$ cat src/rtl/manchester_pkg.sv
// Shared Manchester definitions: FSM state codes,
// legal symbol pairs, preamble pattern, word check.
package manchester_pkg;

  typedef logic [1:0] state_t;

  localparam state_t S_IDLE = 2'd0;
  localparam state_t S_PRE  = 2'd1;
  localparam state_t S_DATA = 2'd2;
  localparam state_t S_GAP  = 2'd3;

  localparam logic [1:0] PAIR_ZERO = 2'b01;
  localparam logic [1:0] PAIR_ONE  = 2'b10;

  // Preamble pair, indexed by half-bit parity:
  // odd countdown index drives 1, even drives 0.
  localparam logic [1:0] PRE_PAIR = 2'b10;

  localparam int MAX_W = 64;

  // 1 when every pair in word[nbits-1:0] is 01 or 10.
  function automatic logic is_valid_manchester(
    input logic [MAX_W-1:0] word,
    input int               nbits
  );
    logic ok;
    ok = 1'b1;
    for (int k = 0; k < MAX_W / 2; k++) begin
      if (2 * k < nbits) begin
        if (word[2*k +: 2] != PAIR_ZERO &&
            word[2*k +: 2] != PAIR_ONE)
          ok = 1'b0;
      end
    end
    return ok;
  endfunction

endpackage

$ cat src/rtl/manchester_tx_serializer_timer.sv
// Half-bit timer: counts DIV cycles per half-bit.
// Ports: clk, rst, load (restart), en (run), tick (end strobe).
module halfbit_timer #(
  parameter int DIV = 4
) (
  input  logic clk,
  input  logic rst,
  input  logic load,
  input  logic en,
  output logic tick
);

  localparam int CW = (DIV > 1) ? $clog2(DIV) : 1;
  localparam logic [CW-1:0] TOP = CW'(DIV - 1);

  logic [CW-1:0] cnt;

  // With DIV=1 the counter is never consulted.
  assign tick = (DIV == 1) ? en : (en && cnt == '0);

  always_ff @(posedge clk) begin
    if (rst || load)
      cnt <= TOP;
    else if (en)
      cnt <= (cnt == '0) ? TOP : cnt - 1'b1;
  end

endmodule

$ cat src/rtl/manchester_tx_serializer.sv
// Manchester TX serializer: validates a word, sends preamble+data.
// Ports: clk, rst, in_valid/in_ready/in_word, abort, line_out, line_en, busy, done, err.
module manchester_tx_serializer
  import manchester_pkg::*;
#(
  parameter int   WORD_W   = 16,
  parameter int   DIV      = 4,
  parameter int   PRE_LEN  = 2,
  parameter int   GAP_HB   = 2,
  parameter logic IDLE_LVL = 1'b0
) (
  input  logic              clk,
  input  logic              rst,
  input  logic              in_valid,
  output logic              in_ready,
  input  logic [WORD_W-1:0] in_word,
  input  logic              abort,
  output logic              line_out,
  output logic              line_en,
  output logic              busy,
  output logic              done,
  output logic              err
);

  localparam int HB_A   = (2 * PRE_LEN > WORD_W) ? 2 * PRE_LEN : WORD_W;
  localparam int HB_MAX = (HB_A > GAP_HB) ? HB_A : GAP_HB;
  localparam int HW     = (HB_MAX > 1) ? $clog2(HB_MAX) : 1;

  localparam logic [HW-1:0] PRE_TOP  = HW'(2 * PRE_LEN - 1);
  localparam logic [HW-1:0] DATA_TOP = HW'(WORD_W - 1);
  localparam logic [HW-1:0] GAP_TOP  = HW'(GAP_HB - 1);

  state_t            state;
  logic [HW-1:0]     hb;
  logic [HW-1:0]     hb_dec;
  logic [WORD_W-1:0] shreg;
  logic              accept;
  logic              word_ok;
  logic              sending;
  logic              cut;
  logic              load;
  logic              tick;

  assign in_ready = (state == S_IDLE) && !rst;
  assign busy     = (state != S_IDLE);
  assign accept   = in_valid && in_ready;
  assign word_ok  = is_valid_manchester(MAX_W'(in_word), WORD_W);
  assign sending  = (state == S_PRE) || (state == S_DATA);
  assign cut      = sending && abort;
  assign load     = (accept && word_ok) || cut;
  assign hb_dec   = hb - 1'b1;

  halfbit_timer #(
    .DIV (DIV)
  ) u_timer (
    .clk  (clk),
    .rst  (rst),
    .load (load),
    .en   (busy),
    .tick (tick)
  );

  always_ff @(posedge clk) begin
    if (rst) begin
      state    <= S_IDLE;
      hb       <= '0;
      shreg    <= '0;
      line_out <= IDLE_LVL;
      line_en  <= 1'b0;
      done     <= 1'b0;
      err      <= 1'b0;
    end else begin
      done <= 1'b0;
      err  <= 1'b0;
      unique case (state)
        S_IDLE: begin
          if (accept) begin
            if (word_ok) begin
              state    <= S_PRE;
              hb       <= PRE_TOP;
              shreg    <= in_word;
              line_out <= 1'b1;
              line_en  <= 1'b1;
            end else begin
              err <= 1'b1;
            end
          end
        end
        S_PRE: begin
          if (abort) begin
            state    <= S_GAP;
            hb       <= GAP_TOP;
            line_en  <= 1'b0;
            line_out <= IDLE_LVL;
          end else if (tick) begin
            if (hb == '0) begin
              state    <= S_DATA;
              hb       <= DATA_TOP;
              line_out <= shreg[WORD_W-1];
              shreg    <= shreg << 1;
            end else begin
              hb       <= hb_dec;
              line_out <= PRE_PAIR[hb_dec[0]];
            end
          end
        end
        S_DATA: begin
          if (abort) begin
            state    <= S_GAP;
            hb       <= GAP_TOP;
            line_en  <= 1'b0;
            line_out <= IDLE_LVL;
          end else if (tick) begin
            if (hb == '0) begin
              state    <= S_GAP;
              hb       <= GAP_TOP;
              line_en  <= 1'b0;
              line_out <= IDLE_LVL;
              done     <= 1'b1;
            end else begin
              hb       <= hb_dec;
              line_out <= shreg[WORD_W-1];
              shreg    <= shreg << 1;
            end
          end
        end
        S_GAP: begin
          if (tick) begin
            if (hb == '0)
              state <= S_IDLE;
            else
              hb <= hb_dec;
          end
        end
        default: state <= S_IDLE;
      endcase
    end
  end

endmodule
$ cat config.mk
export PLATFORM = sky130hd
export DESIGN_NAME = manchester_tx_serializer
export DESIGN_NICKNAME = d
export VERILOG_FILES = /design/src/rtl/manchester_pkg.sv /design/src/rtl/manchester_tx_serializer_timer.sv /design/src/rtl/manchester_tx_serializer.sv
export SDC_FILE = /design/constraint.sdc
export NUM_CORES = 1
export LEC_CHECK = 0
export CAP_MARGIN = 0
export CORE_MARGIN = 3
export CORE_UTILIZATION = 40
export DETAILED_ROUTE_END_ITERATION = 6
export PLACE_DENSITY_LB_ADDON = 0.3
export SLEW_MARGIN = 0
export SYNTH_ARGS = -nofsm -noshare
export SYNTH_HDL_FRONTEND = slang
export SYNTH_HIERARCHICAL = 1
export SYNTH_SLANG_ARGS = --single-unit
$ cat constraint.sdc
create_clock -name clk -period 4.6 [get_ports clk]
set_clock_uncertainty 0.15 [all_clocks]
set_input_delay 0.92 -clock clk [delete_from_list [all_inputs] [get_ports clk]]
set_output_delay 0.92 -clock clk [all_outputs]
set_load 0.01 [all_outputs]
# Word-level counts from Yosys, hierarchy flattened
# Index checks and enable logic that the tools add are counted.
# totals
out_inout_bits	6
wordCells	137
reg_bits	28
# op_classes
n_eq_ne	35
n_reduce_logical	29
n_bitwise	4
muxes	58
order_cmp	1
n_addsub	2
# ops
operator	n
two-way mux 16 bit	8
case mux 16 bit (3 select lines)	1
two-way mux 4 bit	10
!= test 2 bit, second input constant	19
two-way mux 1 bit	24
two-way mux 2 bit	11
!= test 2 x 1 -> 1 bit, second input constant	9
case mux 4 bit (4 select lines)	1
logical AND 1 bit	13
AND reduction 6 bit	2
AND reduction 9 bit	1
case mux 2 bit (4 select lines)	1
AND reduction 8 bit	1
!= test 3 x 2 -> 1 bit, second input constant	2
!= test 3 bit, second input constant	2
case mux 1 bit (3 select lines)	2
AND reduction 5 bit	1
== test 2 bit, second input constant	2
logical NOT 2 bit	2
logical NOT 4 bit	1
NOT 1 bit	4
OR reduction 4 bit	1
subtractor 4 x 1 -> 4 bit, second input constant	1
logical OR 1 bit	3
7 further kinds	7

# Depth between registers and ports, before layout
# depth
word_depth	13
depth_mapped	9
mapped_depth_nobuf	8

# By module
# Netlist, hierarchy kept.
# by_module_without_submodules
module	instances	seq_area_each_um2	cells_each	area_per_inst_um2
manchester_tx_serializer	1	520.5	176	1602.8
halfbit_timer	1	40.0	12	106.4

# Least setup slack after synthesis
# Ideal clock, no wire load.
# synth_path
path_type	input-to-reg
from	input in_word[15]
to	register state[0]
setup_ps	95
t_arrival_ps	2269
path_buffers	0
setup_slack_ps	2086
cell_stages	5
cell_sequence	xnor2_1 nor4_4 a41oi_4 or3_1 a221oi_1
# synth_via
elab_chain_cells	5
# synth_rtl
item	line	text
start: declaration	manchester_tx_serializer.sv:16	input logic [WORD_W-1:0] in_word,
!= test 2 x 1 -> 1 bit or != test 2 bit (tied branches)	manchester_pkg.sv:30, manchester_pkg.sv:31	
logical AND 1 bit *	manchester_pkg.sv:30	if (word[2*k +: 2] != PAIR_ZERO &&
two-way mux 1 bit *	manchester_pkg.sv:30	
!= test 2 bit (no line) *	n/a	
AND reduction 8 bit (no line) *	n/a	
end signal: assignment	manchester_tx_serializer.sv:65	state <= S_IDLE;
end signal: assignment	manchester_tx_serializer.sv:79	state <= S_PRE;
end signal: assignment	manchester_tx_serializer.sv:91	state <= S_GAP;
end: declaration	manchester_tx_serializer.sv:33	state_t state;
# Every way passes the cells marked *; elsewhere a longest branch is shown, timed or not.
# A chain may end at the register's enable or synchronous reset.

# Worst setup path in the final report
# layout_path
from	input rst
to	output in_ready
# layout_via
elab_chain_cells	2
# layout_rtl
item	line	text
start: declaration	manchester_tx_serializer.sv:13	input logic rst,
logical NOT 1 bit	manchester_tx_serializer.sv:44	assign in_ready = (state == S_IDLE) && !rst;
logical AND 1 bit	manchester_tx_serializer.sv:44	
end: declaration	manchester_tx_serializer.sv:15	output logic in_ready,
# No other way between the ends.

==> flow_summary.json <==
{
  "drv_cap": 0,
  "synth-edff-count": 0,
  "syn_area_per_cell_um2": 9.09,
  "syn_area_um2": 1710,
  "first_iter_violations": 51,
  "wl_met1_um": 1830,
  "fp.dieW_um": 71.4,
  "met2_length_um": 1800,
  "cp.arrival_ns": 2.24,
  "num_rows": 23,
  "p_per_area_nw_per_um2": 296,
  "via_per_inst": 5.63,
  "worst_ep_required_time_ns": 3.53,
  "synth.net_count": 215,
  "post_cts_buffers": 0,
  "critPathCaptureType": "primary output",
  "rsz0062_at_grt": "no",
  "fmax_mhz": 302,
  "antenna_found_initial": 0,
  "io_pins": 26,
  "period_minus_slack_ns": 3.31,
  "vdd_drop_max_mv": 0.180,
  "gp_congestion": 0.912,
  "numCtsBuffers": 3,
  "grt_start_max_net_pins": 29,
  "drt-total-wl_um": 3740,
  "maxSlewViolCount": 0,
  "ant_nets": 0,
  "seq_area_frac_synth_pct": 32.8,
  "tns_ns": 0,
  "wl_per_cell_um": 14.5,
  "fill_cells": 391,
  "layout.nets": 236,
  "grt_pass1_vias": 1357,
  "path_class": "input port to primary output",
  "ys.flop_type": "dfxtp_1",
  "holdBufCountCts": 0,
  "static-leakage-power_nw": 0.676,
  "maxUsedRoutingLayer": "met4",
  "synth_cells": 188,
  "grt-ovfl-total": 0,
  "ys_types": 49,
  "clk_latency_ns": 0.27,
  "grt_pass1_wl_um": 6270,
  "core_um2": 4060,
  "hold_ws_ns": 0.362,
  "worst_pin_slew_ns": 0.903,
  "portBuffers": 25,
  "h-tree-depth": 1,
  "max-slew-margin-rel_pct": 39.8,
  "crit_fanout": 28,
  "cts.reportedPaths.clkPinSlew_ns": 0.10,
  "hold_path_class": "register to register",
  "syn2layout_area_growth_pct": 18.8,
  "post-route-cell-area_um2": 2030,
  "ys_ff_latch": 28,
  "diodes": 0,
  "setup_viol": 0,
  "cts.repair.resized": 0,
  "layout_common_cells": "a21oi_1 (28), dfxtp_1 (28), clkdlybuf4s50_1 (25)",
  "hold_violations": 0,
  "fin_crit_sh_pct": 72.1,
  "max-clock-path-buffers": 2,
  "dpl.hpwl_um": 2660,
  "cts_tree": "yes",
  "die_h_um": 71.4,
  "drive_above_1_share_pct": 7.21,
  "wl_met3_um": 83,
  "yosys_warnings": 6,
  "dr.pass1.iters": 4,
  "initial_core_util_pct": 42.1,
  "drc": 0,
  "vias": 1452,
  "async_flop_share_pct": 0,
  "cp-start-kind": "input port",
  "die_area_um2": 5090,
  "run_status": "complete, no violations",
  "cts_sinks": 28,
  "placed_cell_area_um2": 1980,
  "cts_root_buf": "clkbuf_8",
  "grt_util_all_layers_pct": 14.9
}
==> synth_stat cells (4+ instances only) <==
| library cell | n | area, µm² |
|---|---|---|
| nor3_1 | 5 | 25.0 |
| inv_1 | 11 | 41.3 |
| a211oi_1 | 17 | 128 |
| nand2_1 | 8 | 30.0 |
| buf_2 | 4 | 20.0 |
| xnor2_1 | 8 | 70.1 |
| dfxtp_1 | 28 | 561 |
| a21oi_1 | 28 | 140 |
| nor2_1 | 7 | 26.3 |
| mux2i_1 | 15 | 150 |
| ha_1 | 7 | 87.6 |
==> worst max-delay path, stage by stage <==
cell             delay [ns]
clkdlybuf4s50_1        0.45
buf_4                  0.29
nor2_1                 0.09
clkdlybuf4s50_1        0.49
==> where the power goes <==
part | total (W) | switching, W | internal [W]
clock network | 0.000152 | 0.0000753 | 0.0000766
registers | 0.000276 | 0.0000120 | 0.000264
logic | 0.000173 | 0.0000952 | 0.0000775
total | 0.000600 | 0.000183 | 0.000418
==> path summary, 6_finish.rpt <==
check | from | to | slack, ns | depth (start not counted)
max | rst | in_ready | 1.29 | 4
min | u_timer/cnt[1] | u_timer/cnt[1] | 0.36 | 2
max reg2reg | state[1] | shreg[12] | 1.84 | 8
min reg2reg | u_timer/cnt[1] | u_timer/cnt[1] | 0.36 | 2
==> state kept, by name, indices dropped and copies added, names as in the netlist <==
| register | count |
|---|---|
| done | 1 |
| err | 1 |
| hb | 4 |
| line_en | 1 |
| line_out | 1 |
| shreg | 16 |
| state | 2 |
| u_timer/cnt | 2 |
==> layout make-up <==
| class | instances | area [µm²] | share of cell area [%] |
|---|---|---|---|
| clock buffers | 4 | 55.1 | 2.71 |
| flip-flops and latches | 28 | 561 | 27.6 |
| inverters | 11 | 41.3 | 2.03 |
| repair buffers | 26 | 258 | 12.7 |
| multi-input cells | 139 | 1050 | 51.9 |
| well taps | 50 | 62.6 | 3.08 |
==> logic make-up after synthesis <==
logic type                 share of synthesized area (%)
AOI/OAI and AO/OA                                   27.6
buffers and inverters                               5.56
adders and majority gates                           5.12
xor gates and xnor gates                            4.10
muxes                                               9.44
and+or+nand+nor                                     15.4
DFF                                                 32.8
==> per-layer routing <==
metal	vias to the layer above	track usage, %
li1	749	-
met1	686	20.1
met2	15	25.1
met3	2	2.95
met4	0	2.51
met5	-	0
==> stage by stage <==
stage | setup slack [ns] | util (%) | std cells | power (W)
floorplan | 2.09 | - | 188 | 0.000403
global placement | 1.28 | 48.7 | 254 | 0.000451
detailed placement | 1.28 | 48.7 | 254 | 0.000453
CTS | 1.28 | 50.0 | 258 | 0.000604
global route | 1.20 | 50.0 | 258 | 0.000633
finish | 1.29 | 50.0 | 258 | 0.000600
No activity file was read; power rests on OpenSTA's default activity.
